**src/rtl/aes_pkg.sv**
```systemverilog
// rtl/aes_pkg.sv - shared AES block-width constants and ShiftRows index helpers
package aes_pkg;

   localparam int NB_AES128 = 4;
   localparam int NB_R192   = 6;
   localparam int NB_R256   = 8;

   // Rijndael row rotation; only 8-column blocks use the wider offsets on rows 2 and 3
   function automatic int shift_off(input int nb, input int row);
      if (nb == NB_R256 && row >= 2) begin
         return row + 1;
      end
      return row;
   endfunction

   // Lowest-numbered bit of byte (row, col) in the column-major ascending state vector
   function automatic int byte_lsb(input int row, input int col);
      return 32 * col + 8 * row;
   endfunction

   function automatic bit nb_legal(input int nb);
      return (nb == NB_AES128) || (nb == NB_R192) || (nb == NB_R256);
   endfunction

endpackage

```
**src/rtl/shift_rows_perm.sv**
```systemverilog
// rtl/shift_rows_perm.sv - combinational forward/inverse ShiftRows byte routing
module shift_rows_perm
   import aes_pkg::*;
#(
   parameter int NB = 4
) (
   input  logic [0:32*NB-1] i_state,
   input  logic             i_inv,
   output logic [0:32*NB-1] o_state
);

   // Every output byte is a 2:1 mux between its forward and inverse source byte in the same row
   for (genvar r = 0; r < 4; r++) begin : g_row
      for (genvar c = 0; c < NB; c++) begin : g_col
         localparam int FWD_SRC = (c + shift_off(NB, r)) % NB;
         localparam int INV_SRC = (c - shift_off(NB, r) + NB) % NB;
         assign o_state[byte_lsb(r, c) +: 8] = i_inv ? i_state[byte_lsb(r, INV_SRC) +: 8]
                                                     : i_state[byte_lsb(r, FWD_SRC) +: 8];
      end
   end

endmodule

```
**src/rtl/shift_rows_pipe.sv**
```systemverilog
// rtl/shift_rows_pipe.sv - elastic ShiftRows/InvShiftRows stage with valid/ready and tag
module shift_rows_pipe
   import aes_pkg::*;
#(
   parameter int NB     = 4,
   parameter int STAGES = 1,
   parameter int TAG_W  = 4
) (
   input  logic              clk,
   input  logic              rst,
   input  logic              in_valid,
   output logic              in_ready,
   input  logic              in_inv,
   input  logic [TAG_W-1:0]  in_tag,
   input  logic [0:32*NB-1]  in_state,
   output logic              out_valid,
   input  logic              out_ready,
   output logic [0:32*NB-1]  out_state,
   output logic [TAG_W-1:0]  out_tag,
   output logic              busy
);

   if (!nb_legal(NB)) begin : g_bad_nb
      $error("shift_rows_pipe: NB must be 4, 6 or 8");
   end
   if (STAGES != 1 && STAGES != 2) begin : g_bad_stages
      $error("shift_rows_pipe: STAGES must be 1 or 2");
   end

   // Index k carries what stage k presents downstream; index 0 is the permuted upstream input.
   // w_ready[k] is the ready seen by whatever sits at index k.
   logic [STAGES:0]   w_valid;
   logic [STAGES:0]   w_ready;
   logic [0:32*NB-1]  w_state [0:STAGES];
   logic [TAG_W-1:0]  w_tag   [0:STAGES];
   logic [0:32*NB-1]  w_perm;

   shift_rows_perm #(
      .NB (NB)
   ) u_perm (
      .i_state (in_state),
      .i_inv   (in_inv),
      .o_state (w_perm)
   );

   assign w_valid[0]      = in_valid;
   assign w_state[0]      = w_perm;
   assign w_tag[0]        = in_tag;
   assign w_ready[STAGES] = out_ready;

   for (genvar k = 1; k <= STAGES; k++) begin : g_stage
      logic              r_valid;
      logic [0:32*NB-1]  r_state;
      logic [TAG_W-1:0]  r_tag;

      // A slice can take new data when empty or when its current word leaves this cycle
      assign w_ready[k-1] = !r_valid || w_ready[k];
      assign w_valid[k]   = r_valid;
      assign w_state[k]   = r_state;
      assign w_tag[k]     = r_tag;

      // Elastic slice: valid follows upstream whenever open; data loads only on an accepted transfer
      always_ff @(posedge clk or posedge rst) begin
         if (rst) begin
            r_valid <= 1'b0;
            r_state <= '0;
            r_tag   <= '0;
         end else begin
            if (w_ready[k-1]) begin
               r_valid <= w_valid[k-1];
            end
            if (w_ready[k-1] && w_valid[k-1]) begin
               r_state <= w_state[k-1];
               r_tag   <= w_tag[k-1];
            end
         end
      end
   end

   assign in_ready  = w_ready[0];
   assign out_valid = w_valid[STAGES];
   assign out_state = w_state[STAGES];
   assign out_tag   = w_tag[STAGES];
   assign busy      = |w_valid[STAGES:1];

endmodule

```
**config.mk**
```make
export PLATFORM = sky130hd
export DESIGN_NAME = shift_rows_pipe
export DESIGN_NICKNAME = d
export VERILOG_FILES = /design/src/rtl/aes_pkg.sv /design/src/rtl/shift_rows_perm.sv /design/src/rtl/shift_rows_pipe.sv
export SDC_FILE = /design/constraint.sdc
export NUM_CORES = 1
export LEC_CHECK = 0
export ABC_AREA = 1
export BUFFER_PORTS_ARGS = -buffer_cell sky130_fd_sc_hd__buf_2
export CAP_MARGIN = 20
export CORE_AREA = 2 2 104 146
export DETAILED_ROUTE_END_ITERATION = 6
export DIE_AREA = 0 0 106 148
export HOLD_SLACK_MARGIN = 0.15
export PLACE_DENSITY = 0.83
export SLEW_MARGIN = 20
export SYNTH_ARGS = -nofsm -noshare
export SYNTH_HDL_FRONTEND = slang
export SYNTH_SLANG_ARGS = --single-unit
```
**constraint.sdc**
```tcl
create_clock -name clk -period 3.7 [get_ports clk]
set_clock_uncertainty 0.15 [all_clocks]
set_input_delay 0.37 -clock clk [delete_from_list [all_inputs] [get_ports clk]]
set_output_delay 0.37 -clock clk [all_outputs]
set_load 0.005 [all_outputs]
```
==> reports/metrics.cfg, run 1 <==
[power]
p_leak_uw=0.00552
power.density_nw_per_um2=465
ir_drop_v=0.000298

[sta]
grt_setup_unrepaired=no
fin_setup_tns_ns=0
relSlewSlack_pct=30.2
whs_ns=0.177
fin_crit_sh_pct=62.8
fin_crit_ns=2.32
hold_violations=0
worstMarginPinSlew_ns=1.04
max_freq_mhz=430
slew_violations=0
finalSetupViolations=0

[clock_tree]
numCtsBuffers=17
clock_sinks=133
clk_latency_ns=0.40
path_clk_slew_ns=0.06
clk_path_buf_depth=2
h-tree-depth=4
post_cts_buffers=0
cts-root-buf=clkbuf_16
cts_tree=yes

[synthesis]
synth_edf_count=0
ys_types=11
synth-main-ff-cell=dfrtp_1
netlist_instances=778
postSynthAreaPerCell_sq_um=7.60
synth_seq_cells=133
synth_top_family_by_area=simple AND/OR/NAND/NOR gates
synthAdderAreaFrac_pct=0
synth_most_common_cell=nand2_1
synthSimpleGateAreaFrac_pct=39.0
synth_area_leaders=dfrtp_1 (56%), nand2_1 (33%), nand3_1 (5.8%)
ys_seq_area_share_pct=56.3
synth_largest_area_cell=dfrtp_1
synthesis.nets=915
synth_xor_area_share_pct=0
syn_area_sq_um=5910
synth_mux_area_share_pct=0
synth_compound_area_share_pct=0.275
synth_top_area_share_pct=56.3
yosys-top-cells-count=nand2_1 (522), dfrtp_1 (133), nand3_1 (68)
async_reset_ff_share_pct=100
synth_warnings=0

[drt]
routedWlPerCell_microns=15.7
drt_iter0_markers=602
firstDrtPassIters=5
drc=0
detail-route-antenna-nets=0
wl_mm=21.9
vias=7048
vias_per_cell=5.06

[floorplanning]
ioPinCount=272
die_area_sq_um=15700
fp.dieH_microns=148
start_util_pct=41.1
core_area_sq_um=14400
die_w_microns=106
rows=52

[final_layout]
layoutNonFillerInstCount=1393
drive_above_1_share_pct=26.2
postLayoutCellArea_sq_um=9610
final_nets=1327
final_core_util_pct=66.8
areaGrowthSynthToFinish_pct=62.4

[status]
status=completed

[placed_design]
port_buffers=271
place_congestion=0.832
post_dp_cell_area_sq_um=7330
dp_hpwl_mm=11.5
dp.cells=1196

[setup_path]
crit_fanout=70
endpoint_kind=primary output
start_kind=flop
critPathRequiredTime_ns=3.18
path_class=flop to primary output
crit_arrival_ns=1.80

[grt]
grt_pass1_vias=7061
globalRoute.totalOverflow=0
grt_use_total_pct=27.9
antenna_found_initial=0
grt_pass1_wl_mm=34.6
grt_max_degree=134

[run]
cap_viol_max_count=0

[worst_hold_path]
hold_path.class=input pin to flop

## cells in the final DEF (no fill, tap or decap), drive strengths merged
cell type | synthesis | final
inv | 4 | 7
clkbuf | 18 | 18
bufinv | 0 | 4
diode | 0 | 1
dfrtp | 133 | 133
clkinvlp | 0 | 2
buf | 31 | 278
nand2 | 523 | 523
clkinv | 0 | 5
nand3 | 68 | 68
a21oi | 1 | 1
dlygate4sd3 | 0 | 164
## cell families after synthesis
| kind of cell | count (synthesis) |
|---|---|
| and+or+nand+nor | 591 |
| DFF | 133 |
| buffers and inverters | 53 |
| AOI/OAI and AO/OA | 1 |
## cell type report
cell class,instances,area [sq um]
well taps,189,236
clock inverters,14,199
multi-input cells,592,2330
repair buffers,442,3060
flip-flops and latches,133,3330
inverters,4,18.8
diodes,1,2.50
fillers,1046,4770
clock buffers,18,429
## critical path, cell delays in order (launching register included)
cell and delay (ns):
dfrtp_1 0.47, nand2_2 0.13, buf_4 0.55, buf_2 0.24
## where the power goes
part           switching [uW]  internal [uW]  leakage [uW]
Sequential                118           1650       0.00164
Combinational             472            429       0.00358
Clock                     663           1140      0.000306
## flip-flops by register name, summed over array words and instances, names as in the netlist
register   cells
busy           1
out_tag        4
out_state    128
## per-layer routing
metal  share of wire, %  track usage (%)
met3                7.3             6.22
met2                 51             49.1
met1                 36             30.9
met5                  0                0
met4                5.9             16.2
## path summary, 6_finish.rpt
check                                 to  slack [ns]  cells past startpoint           from
setup / recovery                in_ready        1.38                      3           busy
hold / removal             out_state[45]        0.18                      5   in_state[77]
setup reg to reg            out_state[5]        1.59                      5           busy
hold reg to reg            out_state[21]        0.32                      2  out_state[21]
max in group asynchronous  out_state[24]        2.24                      4            rst
min in group asynchronous  out_state[67]        0.57                      4            rst
## through the flow
stage / worst slack [ns] / total power (uW)
2_1_floorplan: 1.53 / 2120
3_3_place_gp: 1.45 / 2480
3_5_place_dp: 1.42 / 2500
4_1_cts: 1.36 / 4450
5_1_grt: 1.29 / 4680
6_report: 1.38 / 4470
## timing repair
item | 4_1_cts | 5_1_grt
hold buffers | 164 | 0
gates resized for setup | 0 | 0
hold endpoints to repair | 264 | 0
endpoints found under the setup margin | 0 | 0
No activity file was read; power rests on OpenSTA's default activity.
==> run 2, diff against run 1 <==
==> constraint.sdc (replaced) <==
create_clock -name clk -period 2.1 [get_ports clk]
set_clock_uncertainty 0.15 [all_clocks]
set_input_delay 0.21 -clock clk [delete_from_list [all_inputs] [get_ports clk]]
set_output_delay 0.21 -clock clk [all_outputs]
set_load 0.005 [all_outputs]
==> run 2 against run 1 <==
Register-to-register slack worse by 1.1 ns. Sequential power rose by 76%. Worst setup slack got worse by 1.1 ns. Combinational power grew 83%. Cell count grew 1.0%. Count of clock-buffer cells in the layout increased by 1. Utilization up 0.95 points. Critical path type unchanged. Largest power group is now sequential cells.
==> reports/metrics.cfg, run 2 (same netlist as run 1, synthesis figures left out) <==
[clock_tree]
path_clk_slew_ns=0.05  ; about the same
cts_resized=0  ; unchanged
h-tree-depth=4  ; unchanged
numCtsBuffers=17  ; unchanged
clk_latency_ns=0.39  ; about the same
cts_tree=yes
cts-root-buf=clkbuf_16
clk_path_buf_depth=2  ; unchanged
clock_sinks=133  ; unchanged

[drt]
detail-route-antenna-nets=0  ; unchanged
wl_mm=22.9  ; +4.6%
routedWlPerCell_microns=16.2  ; +3.5%
vias_per_cell=5.09  ; +0.58%
firstDrtPassIters=6  ; +1
drc=0  ; unchanged
drt_iter0_markers=605  ; +0.50%
vias=7160  ; +1.6%

[grt]
grt_pass1_wl_mm=36.2  ; +4.6%
grt_max_degree=79  ; -41%
globalRoute.totalOverflow=0  ; unchanged
grt_use_total_pct=29.2  ; +1.2 points
antenna_found_initial=2  ; +2
grt_pass1_vias=7396  ; +4.7%

[status]
status=completed

[floorplanning]
rows=52  ; unchanged
core_area_sq_um=14400  ; unchanged
die_area_sq_um=15700  ; unchanged
start_util_pct=41.1  ; unchanged
die_w_microns=106  ; unchanged
ioPinCount=272  ; unchanged
fp.dieH_microns=148  ; unchanged

[run]
cap_viol_max_count=0  ; unchanged

[placed_design]
port_buffers=271  ; unchanged
dp_hpwl_mm=11.9  ; +3.9%
place_congestion=0.790  ; -5.1%

[final_layout]
final_core_util_pct=67.8  ; +0.95 points
fillers=1028  ; -1.7%
final_cell_mix=nand2_1 (521), buf_2 (271), dlygate4sd3_1 (172), dfrtp_1 (133), nand3_1 (68)
largest_register_ffs=128  ; unchanged
areaGrowthSynthToFinish_pct=64.7
final_common_cell=nand2_1
final_nets=1340  ; +0.98%
drive_above_1_share_pct=26.2  ; +0.049 points

[setup_path]
cp_num_buf_inv=2  ; unchanged
start_kind=flop
worstPathCellList=nand2_2 > buf_12 > buf_2
endpoint_kind=primary output
crit_arrival_ns=1.49  ; -0.31 ns
crit_fanout=70  ; unchanged
path_class=flop to primary output
reg2reg_slack_ns=0.49  ; -1.10 ns
crit_family=buffers and inverters
slowest_stage=dfrtp_1
critPathRequiredTime_ns=1.74  ; -1.44 ns
worst_path_largest_cell_delay_ns=0.45  ; -0.10 ns

[sta]
fin_crit_sh_pct=87.9
hold_violations=0  ; unchanged
fin_setup_tns_ns=0  ; unchanged
finalSetupViolations=0  ; unchanged
relSlewSlack_pct=54.3  ; +24 points
slew_violations=0  ; unchanged
max_freq_mhz=541
grt_setup_unrepaired=no
worstMarginPinSlew_ns=0.686  ; -0.359 ns
fin_crit_ns=1.85

[power]
p_leak_uw=0.00558  ; +0.97%
ir_drop_v=0.000451  ; +52%
power.density_nw_per_um2=788  ; +69%

[worst_hold_path]
hold_path.class=flop to flop

==> run 2: cell type report <==
class	instances	area (sq um)	area share [%]
Inverter	4	18.8	0.193
Clock inverter	13	149	1.53
Timing Repair Buffer	455	3240	33.3
Clock buffer	19	433	4.44
Sequential cell	133	3330	34.2
Multi-Input combinational cell	592	2330	23.9
Antenna cell	2	5.00	0.0514
Tap cell	189	236	2.43
==> run 2: final timing paths <==
kind / end / from / cells past startpoint
setup / recovery: in_ready / busy / 3
hold / removal: out_state[69] / out_state[69] / 2
min in group asynchronous: out_state[78] / rst / 4
setup reg to reg: out_state[10] / busy / 5
hold reg to reg: out_state[69] / out_state[69] / 2
max in group asynchronous: out_state[84] / rst / 4
==> run 2: stage by stage <==
step,hold slack (ns),total power [uW],cells,setup WS [ns],instance area (sq um)
finish,0.313,7680,1407,0.253,9740
global route,0.331,8060,1407,0.168,9740
CTS,0.305,7650,1405,0.253,9740
detailed placement,0.235,4430,1201,0.528,7430
global placement,0.230,4390,1201,0.583,7430
floorplan,0.205,3740,778,0.0888,5920
==> run 2: routing by layer <==
| layer | up-vias | wire [microns] | GRT usage [%] |
|---|---|---|---|
| met5 | - | 0 | 0 |
| met4 | 0 | 1380 | 19.2 |
| met3 | 128 | 1820 | 7.28 |
| met2 | 489 | 11700 | 50.7 |
| met1 | 3301 | 7930 | 31.2 |
| li1 | 3242 | - | - |
==> run 2: where the power goes <==
part | total [uW] | internal (uW) | switching [uW]
logic | 1650 | 791 | 857
registers | 3120 | 2910 | 204
clock network | 2920 | 1770 | 1150
==> run 2: worst min-delay path: stages (launching register included) <==
cell and delay, ns:
dfrtp_1 0.33, nand2_1 0.05, nand2_1 0.04
==> run 2: timing repair <==
action / in CTS / in global routing
endpoints found under the hold margin: 266 / 0
hold buffers: 172 / 0
setup endpoints to repair: 0 / 0
setup buffers: 0 / 0
==> run 3, diff against run 2 <==
--- a/config.mk
+++ b/config.mk
@@ -8,11 +8,11 @@
 export ABC_AREA = 1
 export BUFFER_PORTS_ARGS = -buffer_cell sky130_fd_sc_hd__buf_2
 export CAP_MARGIN = 20
-export CORE_AREA = 2 2 104 146
+export CORE_AREA = 2 2 99 140
 export DETAILED_ROUTE_END_ITERATION = 6
-export DIE_AREA = 0 0 106 148
+export DIE_AREA = 0 0 101 142
 export HOLD_SLACK_MARGIN = 0.15
-export PLACE_DENSITY = 0.83
+export PLACE_DENSITY = 0.86
 export SLEW_MARGIN = 20
 export SYNTH_ARGS = -nofsm -noshare
 export SYNTH_HDL_FRONTEND = slang
==> constraint.sdc (replaced) <==
create_clock -name clk -period 1.86 [get_ports clk]
set_clock_uncertainty 0.15 [all_clocks]
set_input_delay 0.186 -clock clk [delete_from_list [all_inputs] [get_ports clk]]
set_output_delay 0.186 -clock clk [all_outputs]
set_load 0.005 [all_outputs]
==> run 3 against run 2 <==
The run now ends with DRC left. First-iteration DRC count decreased by 19%. Register-to-register slack got worse by 0.30 ns. Worst hold slack got worse by 0.075 ns. Count of clock-buffer cells in the layout decreased by 2. Via count increased by 2.8%. Non-clock buffer count decreased by 3. Flip-flop and latch count unchanged. Critical path depth unchanged. Die area decreased by 8.6%. Critical endpoint unchanged. Largest power group unchanged.
==> reports/metrics.cfg, run 3 (same netlist as run 1, synthesis figures left out) <==
[status]
status=complete, but fails checks
violations=DRC

[clock_tree]
clk_path_buf_depth=2  ; unchanged
clock_sinks=133  ; unchanged
numCtsBuffers=17  ; unchanged
clk_latency_ns=0.42  ; +0.03 ns
cts_tree=yes
path_clk_slew_ns=0.06  ; about the same
cts-root-buf=clkbuf_16
h-tree-depth=4  ; unchanged
post_cts_buffers=0  ; unchanged

[drt]
firstDrtPassIters=7  ; +1
wl_mm=24.3  ; +6.3%
vias=7357  ; +2.8%
vias_per_cell=5.36  ; +5.4%
detail-route-antenna-nets=0  ; unchanged
drc=1  ; +1
drt_iter0_markers=493  ; -19%
routedWlPerCell_microns=17.7  ; +9.0%

[sta]
max_freq_mhz=573
whs_ns=0.238  ; -0.0751 ns
relSlewSlack_pct=62.2  ; +7.9 points
fin_crit_sh_pct=93.8
finalSetupViolations=0  ; unchanged
hold_violations=0  ; unchanged
grt_setup_unrepaired=no
fin_crit_ns=1.74
fin_setup_tns_ns=0  ; unchanged
worstMarginPinSlew_ns=0.567  ; -0.119 ns
slew_violations=0  ; unchanged

[grt]
grt_use_total_pct=33.9  ; +4.7 points
grt_max_degree=89  ; +13%
grt_pass1_vias=7464  ; +0.92%
antenna_found_initial=1  ; -1
grt_pass1_wl_mm=37.3  ; +3.0%
globalRoute.totalOverflow=0  ; unchanged

[floorplanning]
ioPinCount=272  ; unchanged
rows=50  ; -3.8%
die_w_microns=101  ; -4.7%
core_area_sq_um=13100  ; -8.6%
start_util_pct=45.0  ; +3.9 points
fp.dieH_microns=142  ; -4.1%
die_area_sq_um=14300  ; -8.6%

[setup_path]
path_class=flop to primary output
crit_fanout=35  ; -50%
worst_path_largest_cell_delay_ns=0.44  ; about the same
cp_num_buf_inv=2  ; unchanged
start_kind=flop
crit_family=flip-flops
crit_arrival_ns=1.41  ; -0.08 ns
endpoint_kind=primary output
worstPathCellList=nand2_2 > buf_12 > buf_2
slowest_stage=dfrtp_1
critPathRequiredTime_ns=1.52  ; -0.22 ns
reg2reg_slack_ns=0.19  ; -0.30 ns

[power]
p_leak_uw=0.00557  ; about the same
ir_drop_v=0.000637  ; +41%
power.density_nw_per_um2=909  ; +15%

[final_layout]
areaGrowthSynthToFinish_pct=63.5
final_common_cell=nand2_1
fillers=828  ; -19%
drive_above_1_share_pct=26.7  ; +0.48 points
final_cell_mix=nand2_1 (521), buf_2 (271), dlygate4sd3_1 (166), dfrtp_1 (133), nand3_1 (68)
largest_register_ffs=128  ; unchanged
final_nets=1337  ; -0.22%

[placed_design]
port_buffers=271  ; unchanged
place_congestion=0.810  ; +2.4%
dp_hpwl_mm=12.1  ; +1.4%

[run]
cap_viol_max_count=0  ; unchanged

[worst_hold_path]
hold_path.class=input pin to flop

-- run 3: power by group --
part	internal, uW	switching [uW]
Sequential	3290	241
Combinational	885	1020
Clock	1900	1450
Total	6080	2710
-- run 3: path summary, 6_finish.rpt --
| check | startpoint | endpoint | cells after the start |
|---|---|---|---|
| setup / recovery | busy | in_ready | 3 |
| min in group asynchronous | rst | out_state[54] | 4 |
| setup reg to reg | busy | out_state[43] | 5 |
| max in group asynchronous | rst | out_state[123] | 4 |
| hold reg to reg | out_state[53] | out_state[53] | 2 |
| hold / removal | in_inv | out_state[95] | 6 |
-- run 3: tightest hold or removal path, cell delays in order --
cell	delay, ns
buf_2	0.15
buf_4	0.21
nand2_1	0.07
nand2_1	0.05
nand2_1	0.05
nand2_1	0.04
-- run 3: metal layers --
metal | up-vias | GRT usage (%) | share of wire [%]
li1 | 3229 | - | -
met1 | 3358 | 35.4 | 33
met2 | 589 | 55.2 | 48
met3 | 179 | 12.3 | 11
met4 | 2 | 25.4 | 8.1
met5 | - | 0 | 0.021
-- run 3: timing repair --
| item | 4_1_cts | 5_1_grt |
|---|---|---|
| endpoints found under the setup margin | 0 | 2 |
| endpoints found under the hold margin | 266 | 0 |
| hold buffers | 166 | 0 |
| gates resized for setup | 0 | 1 |
-- run 3: stage by stage --
stage | setup slack, ns | cell area, sq um | utilization [%] | instances | power, uW
finish | 0.115 | 9670 | 73.6 | 1372 | 8790
global route | 0.0646 | 9670 | 73.6 | 1370 | 9160
CTS | 0.0388 | 9630 | 73.3 | 1368 | 8630
detailed placement | 0.273 | 7380 | 56.2 | 1170 | 5000
global placement | 0.352 | 7380 | 56.2 | 1170 | 4950
floorplan | -0.127 | 5920 | - | 778 | 4220
-- run 3: cell type report --
| class | count | area (sq um) | area share, % |
|---|---|---|---|
| flip-flops and latches | 133 | 3330 | 34.4 |
| repair buffers | 452 | 3200 | 33.1 |
| multi-input cells | 592 | 2330 | 24.1 |
| clock buffers | 17 | 425 | 4.40 |
| well taps | 156 | 195 | 2.02 |
| clock inverters | 15 | 164 | 1.69 |
| inverters | 4 | 18.8 | 0.194 |
| diodes | 3 | 7.51 | 0.0776 |
